$ cat src/rtl/cordic_engine.sv
// Iterative CORDIC engine: rotation or vectoring mode, quadrant pre-rotation,
// residual-angle output and optional gain compensation with output saturation.
module cordic_engine #(
  parameter int WIDTH     = 16,
  parameter int FRAC      = 7,
  parameter int ITERS     = 12,
  parameter bit SCALE_EN  = 1'b1,
  parameter int GAIN      = 19898,
  parameter int GAIN_FRAC = 15
) (
  input  logic                    clk,
  input  logic                    reset,
  input  logic                    start,
  input  logic                    mode_i,
  input  logic signed [WIDTH-1:0] x_i,
  input  logic signed [WIDTH-1:0] y_i,
  input  logic signed [15:0]      z_i,
  output logic                    ready,
  output logic                    done,
  output logic signed [WIDTH-1:0] x_o,
  output logic signed [WIDTH-1:0] y_o,
  output logic signed [15:0]      z_o
);

  // Two guard bits cover the ~1.647 CORDIC growth and negating the most negative input.
  localparam int IW = WIDTH + 2;
  localparam int PW = IW + 17;
  localparam int CW = 4;
  localparam logic signed [15:0] HALF_PI = 16'sd12868;
  localparam logic signed [16:0] GAIN_S  = 17'(GAIN);

  if (ITERS < 4 || ITERS > 14 || FRAC < 0 || FRAC >= WIDTH) begin : g_bad_params
    $error("cordic_engine: illegal parameter combination");
  end

  typedef enum logic [1:0] {IDLE, CALC, SCALE} state_t;

  state_t               state;
  logic [CW-1:0]        cnt;
  logic                 mode_r;
  logic signed [IW-1:0] xr, yr;
  logic signed [15:0]   zr;

  function automatic logic signed [15:0] atan_lut(input logic [CW-1:0] i);
    case (i)
      4'd0:    return 16'sd6434;
      4'd1:    return 16'sd3798;
      4'd2:    return 16'sd2007;
      4'd3:    return 16'sd1019;
      4'd4:    return 16'sd511;
      4'd5:    return 16'sd256;
      4'd6:    return 16'sd128;
      4'd7:    return 16'sd64;
      4'd8:    return 16'sd32;
      4'd9:    return 16'sd16;
      4'd10:   return 16'sd8;
      4'd11:   return 16'sd4;
      4'd12:   return 16'sd2;
      4'd13:   return 16'sd1;
      default: return 16'sd0;
    endcase
  endfunction

  function automatic logic signed [WIDTH-1:0] sat(input logic signed [PW-1:0] v);
    if (&v[PW-1:WIDTH-1] || ~|v[PW-1:WIDTH-1]) return v[WIDTH-1:0];
    else if (v[PW-1])                          return {1'b1, {(WIDTH-1){1'b0}}};
    else                                       return {1'b0, {(WIDTH-1){1'b1}}};
  endfunction

  // Quadrant pre-rotation brings every operand into the CORDIC convergence range.
  logic signed [IW-1:0] xe, ye, px, py;
  logic signed [15:0]   pz;

  always_comb begin
    xe = {{2{x_i[WIDTH-1]}}, x_i};
    ye = {{2{y_i[WIDTH-1]}}, y_i};
    px = xe;
    py = ye;
    pz = z_i;
    if (!mode_i) begin
      if (z_i > HALF_PI) begin
        px = -ye;  py = xe;  pz = z_i - HALF_PI;
      end else if (z_i < -HALF_PI) begin
        px = ye;   py = -xe; pz = z_i + HALF_PI;
      end
    end else begin
      pz = '0;
      if (xe[IW-1]) begin
        if (!ye[IW-1]) begin
          px = ye;   py = -xe; pz = HALF_PI;
        end else begin
          px = -ye;  py = xe;  pz = -HALF_PI;
        end
      end
    end
  end

  // One micro-rotation per CALC cycle.
  logic signed [IW-1:0] xs, ys, xn, yn;
  logic signed [15:0]   zn, at;
  logic                 dpos;

  always_comb begin
    xs   = xr >>> cnt;
    ys   = yr >>> cnt;
    at   = atan_lut(cnt);
    dpos = mode_r ? yr[IW-1] : ~zr[15];
    if (dpos) begin
      xn = xr - ys;  yn = yr + xs;  zn = zr - at;
    end else begin
      xn = xr + ys;  yn = yr - xs;  zn = zr + at;
    end
  end

  logic signed [PW-1:0] xp, yp;

  always_comb begin
    if (SCALE_EN) begin
      xp = (PW'(xr) * PW'(GAIN_S)) >>> GAIN_FRAC;
      yp = (PW'(yr) * PW'(GAIN_S)) >>> GAIN_FRAC;
    end else begin
      xp = PW'(xr);
      yp = PW'(yr);
    end
  end

  always_ff @(posedge clk or posedge reset) begin
    if (reset) begin
      state  <= IDLE;
      ready  <= 1'b1;
      done   <= 1'b0;
      x_o    <= '0;
      y_o    <= '0;
      z_o    <= '0;
      cnt    <= '0;
      mode_r <= 1'b0;
      xr     <= '0;
      yr     <= '0;
      zr     <= '0;
    end else begin
      done <= 1'b0;
      case (state)
        IDLE: if (start) begin
          xr     <= px;
          yr     <= py;
          zr     <= pz;
          mode_r <= mode_i;
          cnt    <= '0;
          ready  <= 1'b0;
          state  <= CALC;
        end
        CALC: begin
          xr  <= xn;
          yr  <= yn;
          zr  <= zn;
          cnt <= cnt + 1'b1;
          if (cnt == CW'(ITERS - 1)) state <= SCALE;
        end
        SCALE: begin
          x_o   <= sat(xp);
          y_o   <= sat(yp);
          z_o   <= zr;
          done  <= 1'b1;
          ready <= 1'b1;
          state <= IDLE;
        end
        default: state <= IDLE;
      endcase
    end
  end

endmodule

$ cat config.mk
export PLATFORM = sky130hd
export DESIGN_NAME = cordic_engine
export DESIGN_NICKNAME = d
export VERILOG_FILES = /design/src/rtl/cordic_engine.sv
export SDC_FILE = /design/constraint.sdc
export NUM_CORES = 1
export LEC_CHECK = 0
export ABC_AREA = 1
export CORE_MARGIN = 1
export CORE_UTILIZATION = 40
export DETAILED_ROUTE_END_ITERATION = 8
export DONT_BUFFER_PORTS = 1
export SLEW_MARGIN = 25
export SYNTH_ARGS = -nofsm -noshare
export SYNTH_HDL_FRONTEND = slang
export SYNTH_SLANG_ARGS = --single-unit
$ cat constraint.sdc
create_clock -name clk -period 7.8 [get_ports clk]
set_clock_uncertainty 0.15 [all_clocks]
set_input_delay 1.56 -clock clk [delete_from_list [all_inputs] [get_ports clk]]
set_output_delay 1.56 -clock clk [all_outputs]
set_load 0.1 [all_outputs]
* After elaboration in Yosys (flattened, before gate mapping)
Memories as Yosys holds them, arrays and structs flattened.
Cells that the tools add are included.
** Word-level totals
- Memories :: 1
- Memory bits (read-only) :: 208
- Logic and storage cells :: 87
- Output and inout port bits :: 50
- Bits in registers :: 109
- Input bits :: 52
** Memory list
- (no name shown) :: words 16, width 13, read ports 1, clocked after Yosys merged registers in 0, write ports 0, RTL line 45 : case (i)
** Operators by class
- Reductions and logical operators :: 15
- Magnitude comparators :: 2
- Shift-type cells :: 2
- Multiplexer cells :: 37
- $add $sub $neg :: 11
- Equal/unequal tests :: 5
- Bitwise gates (word level) :: 1
- Multipliers :: 2
** Operators with widths (number)
- $mux W18 :: 14
- $mux W16 :: 11
- $pmux W18 S2 :: 2
- $mul A18 B15 Y33 const B :: 2
- $add A18 B18 Y18 :: 2
- $neg A16 Y18 :: 2
- $sshr A18 B4 Y18 :: 2
- $sub A18 B18 Y18 :: 2
- $pmux W16 S2 :: 1
- $add A16 B15 Y16 const B :: 1
- $add A16 B16 Y16 :: 1
- $gt A16 B15 Y1 const B :: 1
- $lt A16 B15 Y1 const B :: 1
- $sub A16 B15 Y16 const B :: 1
- $sub A16 B16 Y16 :: 1
- $reduce_and A5 Y1 :: 2
- $reduce_or A5 Y1 :: 2
- $pmux W4 S2 :: 1
- $reduce_and A2 Y1 :: 4
- $add A4 B1 Y4 const B :: 1
- $eq A4 B4 Y1 const B :: 1
- $mux W2 :: 2
- $mux W4 :: 1
- $ne A2 B2 Y1 const B :: 2
- other kinds (10) :: 15

* Longest topological paths before layout
Gate-level depths: netlist of the first run.
- Depth in word-level cells :: 6
- Depth in mapped cells :: 32
- Gate-level depth less buffers :: 30

* Worst setup path after synthesis of the first run
Ideal clock, no wire load.
- Path kind :: reg2reg
- Start point :: register yr[10]
- End point :: register y_o[5]
- Setup time :: 0.078 ns
- Clock period less this slack :: 5.513 ns
- Setup slack :: 2.287 ns
- Buffers on the path :: 1
- Cell stages (with the launch flop) :: 26
- Arrival time :: 5.285 ns
- Path through :: dfrtp_1 > ha_1 > inv_1 > fa_1 > inv_1 > fa_1 > fa_1 > fa_1 > inv_1 > fa_1 > inv_1 > ha_1 > nand2_1 > inv_1 > a21oi_1 > o21ai_1 > a21oi_1 > nand2_1 > nand2_1 > nand2_1 > nor2_1 > nand3b_1 > nand2_2 > buf_6 > nand2_1 > a21oi_1
** Between the ends
- Longest elaborated chain between the ends :: 5
- Elaborated cells between the ends (all ways) :: 7
** RTL lines
- start: declaration :: RTL line 41 : logic signed [IW-1:0] xr, yr;
- start signal: assignment :: RTL line 145 : yr <= py;
- start signal: assignment :: RTL line 154 : yr <= yn;
- $mul A18 B15 Y33 * :: RTL line 120 : yp = (PW'(yr) * PW'(GAIN_S)) >>> GAIN_FRAC;
- $reduce_or A5 Y1 :: RTL line 65 : if (&v[PW-1:WIDTH-1] || ~|v[PW-1:WIDTH-1]) return v[WIDTH-1:0];
- $logic_not A1 Y1 :: RTL line 65
- $logic_or A1 B1 Y1 :: RTL line 65
- $mux W16 * :: RTL line 65
- end signal: assignment :: RTL line 161 : y_o <= sat(yp);
- end: declaration :: RTL line 21 : output logic signed [WIDTH-1:0] y_o,
Every way passes the cells marked *; elsewhere a longest branch is shown, timed or not.
A chain may end at the register's enable or synchronous reset.

* Worst setup path after layout of the first run
- Start point :: register xr[17]
- End point :: register x_o[13]
** Between the ends
- Longest elaborated chain between the ends :: 5
- Elaborated cells between the ends (all ways) :: 7
** RTL lines
- start: declaration :: RTL line 41
- start signal: assignment :: RTL line 144 : xr <= px;
- start signal: assignment :: RTL line 153 : xr <= xn;
- $mul A18 B15 Y33 * :: RTL line 119 : xp = (PW'(xr) * PW'(GAIN_S)) >>> GAIN_FRAC;
- $reduce_or A5 Y1 :: RTL line 65
- $logic_not A1 Y1 :: RTL line 65
- $logic_or A1 B1 Y1 :: RTL line 65
- $mux W16 * :: RTL line 65
- end signal: assignment :: RTL line 160 : x_o <= sat(xp);
- end: declaration :: RTL line 20 : output logic signed [WIDTH-1:0] x_o,
Marks and branches as above.

==> flow_metrics.py, run 1 <==
metrics = {
    "timing": {
        "fin_tns_setup_ns": 0,
        "finalCriticalPeriod_ns": 6.391,
        "rsz0062_at_grt": "false",
        "max-slew-margin-rel_pct": 30.17,
        "fin_crit_sh_pct": 81.93,
        "hold_viol": 0,
        "finalMaxSlewViolations": 0,
        "fmax_ghz": 0.1565,
        "holdWs_ns": 0.3869,
        "fin_ws_ns": 1.409,
        "setup_viol": 0,
        "worst_pin_slew_ns": 1.041,
    },
    "grt": {
        "track_usage_pct": 22.53,
        "grt_pass1_vias": 20580,
        "antenna_found_initial": 4,
        "grt_pass1_wl_um": 111300,
        "grt-ovfl-total": 0,
        "grt_start_max_net_pins": 64,
    },
    "placed_design": {
        "gp_congestion": 0.9590,
        "dp_hpwl_um": 55160,
        "pre_cts_slack_ns": 1.386,
        "io_buffers": 0,
        "place_area_um2": 24860,
    },
    "yosys": {
        "synth-seq-cells": 109,
        "syn-num-nets": 4018,
        "synthMuxAreaShare_pct": 0,
        "yosysWarnings": 0,
        "synth_compound_area_share_pct": 14.11,
        "seq_area_frac_synth_pct": 11.22,
        "syn_avg_cell_area_um2": 7.070,
        "ys_types": 59,
        "synth_xor_area_share_pct": 4.429,
        "syn_area_um2": 24320,
        "synth_edf_count": 0,
        "synth-main-ff-cell": "dfrtp_1",
        "ys_async_sr_fraction_pct": 100.0,
        "synth_cells": 3440,
        "synth_top_family_by_area": "adder cells",
        "yosys.area_share.simple_pct": 22.77,
        "synth-adder-area-share_pct": 34.41,
    },
    "critical_path": {
        "start_kind": "register",
        "r2r_start": "xr[17]",
        "critPathRequiredTime_ns": 7.91,
        "worstPathArrival_ns": 6.50,
        "path_class": "register to register",
        "cpMostUsedCell": "fa_1",
        "crit_chain": "ha_1, inv_1, fa_1, fa_1, fa_1, fa_1, inv_1, fa_1, inv_1, ha_1, nand2_1, nor2_1, inv_1, nor2_1, nand3_1, nand2_1, nand2_1, nand2_1, a31oi_1, nor2_2, a21oi_1",
        "slowest_stage": "dfrtp_1",
        "critPathMaxFanout": 18,
        "endpoint_kind": "register",
        "max_stage_delay_ns": 0.94,
        "cp-startpoint": "xr[17]",
    },
    "finish": {
        "multiInputGateArea_um2": 18430,
        "final_common_cell": "nand2_1",
        "final_area_um2": 25140,
        "final_cell_mix": "721 x nand2_1, 671 x inv_1, 288 x ha_1",
        "seq_area_um2": 2729,
        "antenna_cells": 0,
        "final.fill_count": 6348,
        "drive_above_1_share_pct": 3.861,
        "nNetsFinal": 3940,
        "area_delta_synth_final_pct": 3.375,
    },
    "clock_network": {
        "cts_setup_buffers": 0,
        "clk_path_buf_depth": 2,
        "cts_hold_buf": 0,
        "cts_sinks": 109,
        "cts_tree": "built",
        "h-tree-depth": 3,
        "cts-buffers-inserted": 9,
        "cts_resized": 0,
        "clock_latency_ns": 0.41,
        "clock-root-buffer": "clkbuf_16",
        "path_clk_slew_ns": 0.08,
    },
    "routing": {
        "wl_met1_um": 32860,
        "drt-initial-drc-count": 1663,
        "post_drt_wl_per_cell_um": 16.71,
        "highest_layer": "met5",
        "vias": 21650,
        "wirelength_um": 69320,
        "wl_met3_um": 4054,
        "ant_nets": 0,
        "viasPerCell": 5.218,
        "wl_met2_um": 30870,
        "first_pass_iters": 6,
        "remaining_drc_errors": 0,
    },
    "floorplan": {
        "dieArea_um2": 61790,
        "core-area_um2": 60250,
        "start_util_pct": 40.37,
        "num_rows": 90,
        "io_pins": 102,
        "die_x_um": 248.6,
        "die_y_um": 248.6,
    },
    "worst_hold_path": {
        "min_from": "zr[12]",
        "hp-class": "register to register",
    },
    "run": {
        "cap_violations": 0,
    },
    "status": {
        "run_status": "completed",
    },
}
## per-layer routing
metal | track usage, % | vias up
met5 | 0 | -
met4 | 6.193 | 6
met3 | 3.590 | 85
met2 | 35.26 | 557
met1 | 32.05 | 10170
li1 | - | 10830
## registers in the layout, indices dropped and copies added (netlist names), 2 cells and up
signal,count
y_o,16
z_o,16
x_o,16
yr,18
state,2
zr,16
xr,18
cnt,4
## worst paths after layout
path,endpoint,slack [ns],cells past startpoint
max in group asynchronous,zr[14],5.15,2
worst max-delay path,x_o[13],1.41,21
min in group asynchronous,done,1.00,1
worst min register to register,z_o[12],0.39,2
worst min-delay path,z_o[12],0.39,2
worst max register to register,x_o[13],1.41,21
## metrics by stage
step           utilization, %  std cells
6_report                41.73       4149
5_1_grt                 41.73       4149
4_1_cts                 41.73       4149
3_5_place_dp            41.26       4133
3_3_place_gp            41.26       4133
2_1_floorplan               -       3440
## Yosys cell counts (4+ instances only)
cell type,n,area [µm²]
nor2_1,210,788.3
buf_6,16,180.2
a2bb2oi_1,4,35.03
a22oi_1,9,67.56
a21oi_1,211,1056
nand3_2,12,120.1
o21a_1,7,52.55
nor2_2,12,75.07
a21o_1,19,142.6
inv_2,8,30.03
clkbuf_1,46,172.7
o2111ai_1,5,43.79
nand2_1,722,2710
buf_4,8,60.06
ha_1,288,3603
clkinv_1,5,18.77
nand4_1,29,181.4
xnor2_1,30,262.8
a21boi_1,4,30.03
nand3_1,215,1076
nor3_2,7,70.07
inv_1,673,2526
o31ai_1,13,97.59
a31oi_1,21,131.4
o211ai_1,26,195.2
buf_1,5,18.77
fa_1,238,4765
nand2_2,20,125.1
nor2_4,5,56.30
nor3_1,32,160.2
nand3b_1,5,37.54
dfrtp_1,108,2703
xor2_1,93,814.5
nor4_1,6,37.54
a21oi_2,8,70.07
o22ai_1,16,100.1
o21ai_0,201,1006
buf_2,29,145.1
o21ai_1,23,115.1
a211oi_1,7,52.55
o21ai_2,8,70.07
o21bai_1,6,45.04
or2_2,5,31.28
o221ai_1,4,35.03
## final cells by class
cell class                 count  share of cell area [%]
clock buffer                  10                  0.9107
clock inverter                 6                  0.2289
inverter                     689                   10.35
multi-input combinational   2538                   73.32
sequential                   109                   10.85
tap                          782                   3.892
timing repair buffer          15                  0.4479
## worst max-delay path: cells and delay by family (launching register included)
| kind | cells | cell delay [ns] |
|---|---|---|
| flip-flops | 1 | 0.94 |
| AO/OA/AOI/OAI | 2 | 0.24 |
| adder cells (fa/ha/maj) | 7 | 3.26 |
| AND/OR/NAND/NOR | 8 | 1.35 |
| buffers and inverters | 4 | 0.28 |
## cells by family (layout without fill, tap and decap cells)
| logic type | Yosys count | count (layout) |
|---|---|---|
| compound gates | 601 | 601 |
| xor+xnor | 123 | 123 |
| fa+ha+maj | 526 | 526 |
| buf+inv | 793 | 720 |
| flops | 109 | 109 |
| simple gates | 1288 | 1288 |
Power of run 1 is not shown: default switching activity piles up to over one toggle a cycle in this logic, so the estimate is an artifact.
==> run 2: changes to the inputs <==
==> constraint.sdc (replaced) <==
create_clock -name clk -period 6.6 [get_ports clk]
set_clock_uncertainty 0.15 [all_clocks]
set_input_delay 1.32 -clock clk [delete_from_list [all_inputs] [get_ports clk]]
set_output_delay 1.32 -clock clk [all_outputs]
set_load 0.1 [all_outputs]
==> run 2 against run 1 <==
Net effect: cell count up 0.48%; register-to-register slack worse by 0.93 ns; non-clock buffer count up 20; sequential share of layout area down 0.083 points; die area unchanged; critical endpoint is now y_o[13]; largest cell class unchanged; highest routed layer unchanged.
==> flow_metrics.py, run 2 (same netlist as run 1, synthesis figures left out) <==
metrics = {
    "routing": {
        "viasPerCell": 5.245,
        "post_drt_wl_per_cell_um": 16.95,
        "vias": 21870,
        "ant_nets": 0,
        "first_pass_iters": 6,
        "wirelength_um": 70690,
        "remaining_drc_errors": 0,
        "drt-initial-drc-count": 1582,
    },
    "placed_design": {
        "io_buffers": 0,
        "dp_cells": 4153,
        "gp_congestion": 0.9748,
        "dp_hpwl_um": 56860,
    },
    "critical_path": {
        "worstPathArrival_ns": 6.23,
        "cpMostUsedCell": "inv_1",
        "crit_chain": "inv_1, ha_1, inv_1, ha_1, fa_1, inv_1, fa_1, inv_1, fa_1, inv_1, fa_1, inv_1, ha_1, nand2_1, o21a_1, o21ai_0, a21oi_1, nand2_1, nand2_1, nand2_1, a31oi_1, nor2_2, a21oi_1",
        "endpoint_kind": "register",
        "start_kind": "register",
        "critPathMaxFanout": 15,
        "max_stage_delay_ns": 0.60,
        "crit_buf_inv": 6,
        "cp_top_family": "adder cells",
        "slowest_stage": "dfrtp_1",
        "path_class": "register to register",
        "critPathRequiredTime_ns": 6.71,
    },
    "clock_network": {
        "cts_resized": 0,
        "path_clk_slew_ns": 0.09,
        "cts_tree": "built",
        "cts-buffers-inserted": 9,
        "clock-root-buffer": "clkbuf_16",
        "clk_path_buf_depth": 2,
        "cts_hold_buf": 0,
        "h-tree-depth": 3,
        "cts_sinks": 109,
        "clock_latency_ns": 0.41,
        "cts_setup_buffers": 0,
    },
    "floorplan": {
        "die_y_um": 248.6,
        "core-area_um2": 60250,
        "dieArea_um2": 61790,
        "io_pins": 102,
        "start_util_pct": 40.37,
        "num_rows": 90,
        "die_x_um": 248.6,
    },
    "status": {
        "run_status": "completed",
    },
    "finish": {
        "area_delta_synth_final_pct": 4.172,
        "nNetsFinal": 3960,
        "drive_above_1_share_pct": 4.429,
        "antenna_cells": 0,
        "reg_top3": "xr: 18 flops, yr: 18 flops",
        "final_cell_mix": "721 x nand2_1, 672 x inv_1, 288 x ha_1",
        "fin_cells": 4169,
        "final_common_cell": "nand2_1",
    },
    "grt": {
        "antenna_found_initial": 2,
        "grt_pass1_wl_um": 112400,
        "track_usage_pct": 22.82,
        "grt_pass1_vias": 20670,
        "grt-ovfl-total": 0,
        "grt_start_max_net_pins": 72,
    },
    "timing": {
        "worst_pin_slew_ns": 1.034,
        "finalMaxSlewViolations": 0,
        "holdWs_ns": 0.3785,
        "hold_viol": 0,
        "fin_tns_setup_ns": 0,
        "rsz0062_at_grt": "false",
        "fmax_ghz": 0.1633,
        "max-slew-margin-rel_pct": 30.65,
        "finalCriticalPeriod_ns": 6.125,
        "setup_viol": 0,
        "fin_crit_sh_pct": 92.81,
    },
    "worst_hold_path": {
        "hp-class": "register to register",
    },
    "run": {
        "cap_violations": 0,
    },
}
-- run 2: through the flow --
| step | area (µm²) | worst slack (ns) | util [%] |
|---|---|---|---|
| 6_report | 25340 | 0.4746 | 42.05 |
| 5_1_grt | 25340 | 0.03903 | 42.05 |
| 4_1_cts | 25340 | 0.4471 | 42.05 |
| 3_5_place_dp | 25010 | 0.4694 | 41.51 |
| 3_3_place_gp | 25010 | 0.5362 | 41.51 |
| 2_1_floorplan | 24320 | 1.087 | - |
-- run 2: final cells by class --
type                            instances  area, µm²
Clock buffer                           11      252.7
Clock inverter                          5      75.07
Fill cell                            6370      34910
Inverter                              689       2604
Multi-Input combinational cell       2538      18430
Sequential cell                       109       2729
Tap cell                              782      978.4
Timing Repair Buffer                   35      262.8
-- run 2: worst reg2reg max path, cell delays in order (launching register included) --
cell and delay [ns]:
dfrtp_1 0.60, inv_1 0.13, ha_1 0.35, inv_1 0.14
ha_1 0.27, fa_1 0.55, inv_1 0.06, fa_1 0.53
inv_1 0.06, fa_1 0.53, inv_1 0.06, fa_1 0.50
inv_1 0.04, ha_1 0.35, nand2_1 0.11, o21a_1 0.21
o21ai_0 0.25, a21oi_1 0.10, nand2_1 0.11, nand2_1 0.08
nand2_1 0.11, a31oi_1 0.09, nor2_2 0.46, a21oi_1 0.14
-- run 2: metal layers --
layer	track usage, %	vias up	wire length (µm)
li1	-	10870	-
met1	32.30	10270	33120
met2	34.57	612	30780
met3	4.260	114	4609
met4	8.128	4	2146
met5	0	-	27
-- run 2: worst paths after layout --
check,cells past startpoint,startpoint,end,slack [ns]
min,2,zr[12],z_o[12],0.38
min reg2reg,2,zr[12],z_o[12],0.38
min in group asynchronous,1,reset,done,0.74
max reg2reg,23,yr[16],y_o[13],0.47
max in group asynchronous,2,reset,ready,4.51
max,23,yr[16],y_o[13],0.47
Power of run 2 is left out for the same reason.
==> run 3: changes to the inputs <==
--- a/config.mk
+++ b/config.mk
@@ -5,12 +5,10 @@
 export SDC_FILE = /design/constraint.sdc
 export NUM_CORES = 1
 export LEC_CHECK = 0
-export ABC_AREA = 1
 export CORE_MARGIN = 1
 export CORE_UTILIZATION = 40
 export DETAILED_ROUTE_END_ITERATION = 8
 export DONT_BUFFER_PORTS = 1
-export SLEW_MARGIN = 25
 export SYNTH_ARGS = -nofsm -noshare
 export SYNTH_HDL_FRONTEND = slang
 export SYNTH_SLANG_ARGS = --single-unit
==> constraint.sdc (replaced) <==
create_clock -name clk -period 6.2 [get_ports clk]
set_clock_uncertainty 0.15 [all_clocks]
set_input_delay 1.24 -clock clk [delete_from_list [all_inputs] [get_ports clk]]
set_output_delay 1.24 -clock clk [all_outputs]
set_load 0.1 [all_outputs]
==> run 3 against run 2 <==
Net effect: the run now ends with negative setup slack left; synthesized cell count shrank 23%; largest cell class unchanged; non-clock buffer count rose by 231; die area decreased by 6.5%; utilization grew 5.6 points; critical endpoint is now x_o[1]; maximum frequency decreased by 4.8%; first-iteration DRC count shrank 8.5%; worst setup slack worse by 0.71 ns; via count is 11% lower.
==> flow_metrics.py, run 3 <==
metrics = {
    "status": {
        "run_status": "finished with violations",
        "violations": "negative setup slack",
    },
    "critical_path": {
        "path_class": "register to register",
        "cp_top_family": "adder cells",
        "r2r_start": "xr[11]",
        "crit_chain": "buf_4, ha_1, inv_1, fa_1, inv_1, fa_1, fa_1, fa_1, inv_1, fa_1, inv_1, ha_4, a21oi_2, o21ai_2, a22oi_2, a211oi_2, buf_4, a2111oi_4, o21a_1, nand2_1, a311o_1, a21oi_4, clkbuf_16, o22ai_2",
        "cpMostUsedCell": "fa_1",
        "critPathMaxFanout": 7,
        "max_stage_delay_ns": 0.54,
        "endpoint_kind": "register",
        "slowest_stage": "fa_1",
        "critPathRequiredTime_ns": 6.34,
        "r2r_slack_ns": -0.24,
        "crit_buf_inv": 7,
        "cp-startpoint": "xr[11]",
        "worstPathArrival_ns": 6.57,
        "start_kind": "register",
    },
    "finish": {
        "final_common_cell": "inv_1",
        "antenna_cells": 0,
        "nNetsFinal": 3366,
        "final_cell_mix": "475 x inv_1, 251 x ha_1, 249 x buf_4",
        "area_delta_synth_final_pct": 16.69,
        "drive_above_1_share_pct": 17.51,
        "seq_area_um2": 2756,
        "multiInputGateArea_um2": 18520,
        "reg_top3": "xr: 18 flops, yr: 18 flops",
        "final.fill_count": 5375,
        "final_area_um2": 26510,
    },
    "clock_network": {
        "h-tree-depth": 3,
        "cts-buffers-inserted": 9,
        "clock_latency_ns": 0.41,
        "clk_path_buf_depth": 2,
        "cts_tree": "built",
        "cts_sinks": 109,
        "cts_hold_buf": 0,
        "clock-root-buffer": "clkbuf_16",
        "path_clk_slew_ns": 0.08,
    },
    "routing": {
        "drt-initial-drc-count": 1448,
        "viasPerCell": 5.506,
        "post_drt_wl_per_cell_um": 19.72,
        "first_pass_iters": 7,
        "wirelength_um": 69840,
        "vias": 19500,
        "remaining_drc_errors": 0,
        "ant_nets": 0,
    },
    "yosys": {
        "synth_edf_count": 0,
        "netlist.area_leader.share_pct": 20.97,
        "syn-num-nets": 3213,
        "post-synth-top-count-cell": "inv_1",
        "ys_async_sr_fraction_pct": 100.0,
        "synth-main-ff-cell": "dfrtp_1",
        "ys_types": 86,
        "yosys-top-cells-area": "fa_1 21%, ha_1 16%, dfrtp_1 12%",
        "yosysWarnings": 0,
        "syn_avg_cell_area_um2": 8.621,
        "synth_cells": 2635,
        "yosys-top-cells-count": "495 x inv_1, 288 x ha_1, 238 x fa_1, 184 x nand2_1, 152 x nor2_1",
        "synth-seq-cells": 109,
        "seq_area_frac_synth_pct": 12.01,
        "syn_area_um2": 22720,
        "synth_top_cell_by_area": "fa_1",
    },
    "worst_hold_path": {
        "hp-class": "register to register",
        "min_from": "zr[10]",
    },
    "floorplan": {
        "io_pins": 102,
        "die_x_um": 240.3,
        "dieArea_um2": 57750,
        "num_rows": 86,
        "die_y_um": 240.3,
        "core-area_um2": 55630,
        "start_util_pct": 40.83,
    },
    "timing": {
        "worst_pin_slew_ns": 1.178,
        "setup_viol": 30,
        "finalMaxSlewViolations": 0,
        "finalCriticalPeriod_ns": 6.436,
        "fin_crit_sh_pct": 103.8,
        "fin_ws_ns": -0.2360,
        "rsz0062_at_grt": "true",
        "max-slew-margin-rel_pct": 19.40,
        "fmax_ghz": 0.1554,
        "hold_viol": 0,
    },
    "grt": {
        "grt_start_max_net_pins": 78,
        "grt_pass1_vias": 19470,
        "grt_pass1_wl_um": 108300,
        "grt-ovfl-total": 0,
        "track_usage_pct": 24.24,
        "antenna_found_initial": 6,
    },
    "placed_design": {
        "dp_hpwl_um": 55220,
        "io_buffers": 0,
        "place_area_um2": 24980,
        "gp_congestion": 0.9326,
        "pre_cts_slack_ns": -0.4299,
    },
    "run": {
        "cap_violations": 0,
    },
}
-- run 3: path summary, 6_finish.rpt --
kind	end	cells after the start
max reg2reg	x_o[1]	24
min reg2reg	z_o[10]	2
max	x_o[1]	24
min in group asynchronous	y_o[15]	1
max in group asynchronous	zr[15]	2
min	z_o[10]	2
-- run 3: layout make-up --
class,instances,share of cell area (%)
Multi-Input combinational cell,1906,69.88
Clock inverter,5,0.1322
Clock buffer,11,0.9157
Tap cell,748,3.531
Timing Repair Buffer,266,8.095
Sequential cell,109,10.40
Inverter,496,7.052
-- run 3: timing repair --
action	in CTS	in global routing
cloned	0	3
pin swaps	28	103
setup endpoints to repair	32	32
setup buffers	10	32
resized for setup	33	120
-- run 3: cells by family (layout without fill, tap and decap cells) --
| kind of cell | count (synthesis) | after routing | share of synthesized area (%) |
|---|---|---|---|
| flip-flops | 109 | 109 | 12.01 |
| XOR/XNOR | 157 | 157 | 6.053 |
| multiplexers | 72 | 72 | 5.855 |
| buffers and inverters | 620 | 778 | 10.68 |
| AO/OA/AOI/OAI | 591 | 591 | 16.98 |
| AND/OR/NAND/NOR | 560 | 560 | 11.58 |
| adder cells (fa/ha/maj) | 526 | 526 | 36.84 |
-- run 3: worst register-to-register path: stages, from the launching register on --
cell       delay (ns)
dfrtp_2          0.46
buf_4            0.16
ha_1             0.27
inv_1            0.05
fa_1             0.47
inv_1            0.05
fa_1             0.46
fa_1             0.50
fa_1             0.54
inv_1            0.05
fa_1             0.52
inv_1            0.06
ha_4             0.24
a21oi_2          0.17
o21ai_2          0.10
a22oi_2          0.22
a211oi_2         0.10
buf_4            0.17
a2111oi_4        0.34
o21a_1           0.25
nand2_1          0.08
a311o_1          0.41
a21oi_4          0.23
clkbuf_16        0.20
o22ai_2          0.06
-- run 3: per-stage QoR --
step / util, % / TNS (ns) / hold slack, ns / instances
2_1_floorplan: - / 0 / 0.3121 / 2635
3_3_place_gp: 44.90 / -8.703 / 0.3379 / 3481
3_5_place_dp: 44.90 / -12.34 / 0.3528 / 3481
4_1_cts: 45.80 / -4.826 / 0.3696 / 3506
5_1_grt: 47.65 / -9.967 / 0.3981 / 3541
6_report: 47.65 / -3.901 / 0.3731 / 3541
-- run 3: layer usage --
| layer | wire length (µm) | vias to the layer above | share of wire (%) | global-route usage (%) |
|---|---|---|---|---|
| met3 | 3457 | 78 | 4.9 | 3.662 |
| met2 | 33720 | 520 | 48 | 40.03 |
| met5 | 39 | - | 0.056 | 0 |
| met1 | 31310 | 9649 | 45 | 32.86 |
| met4 | 1309 | 6 | 1.9 | 6.582 |
| li1 | - | 9245 | - | - |
Power of run 3 is left out for the same reason.
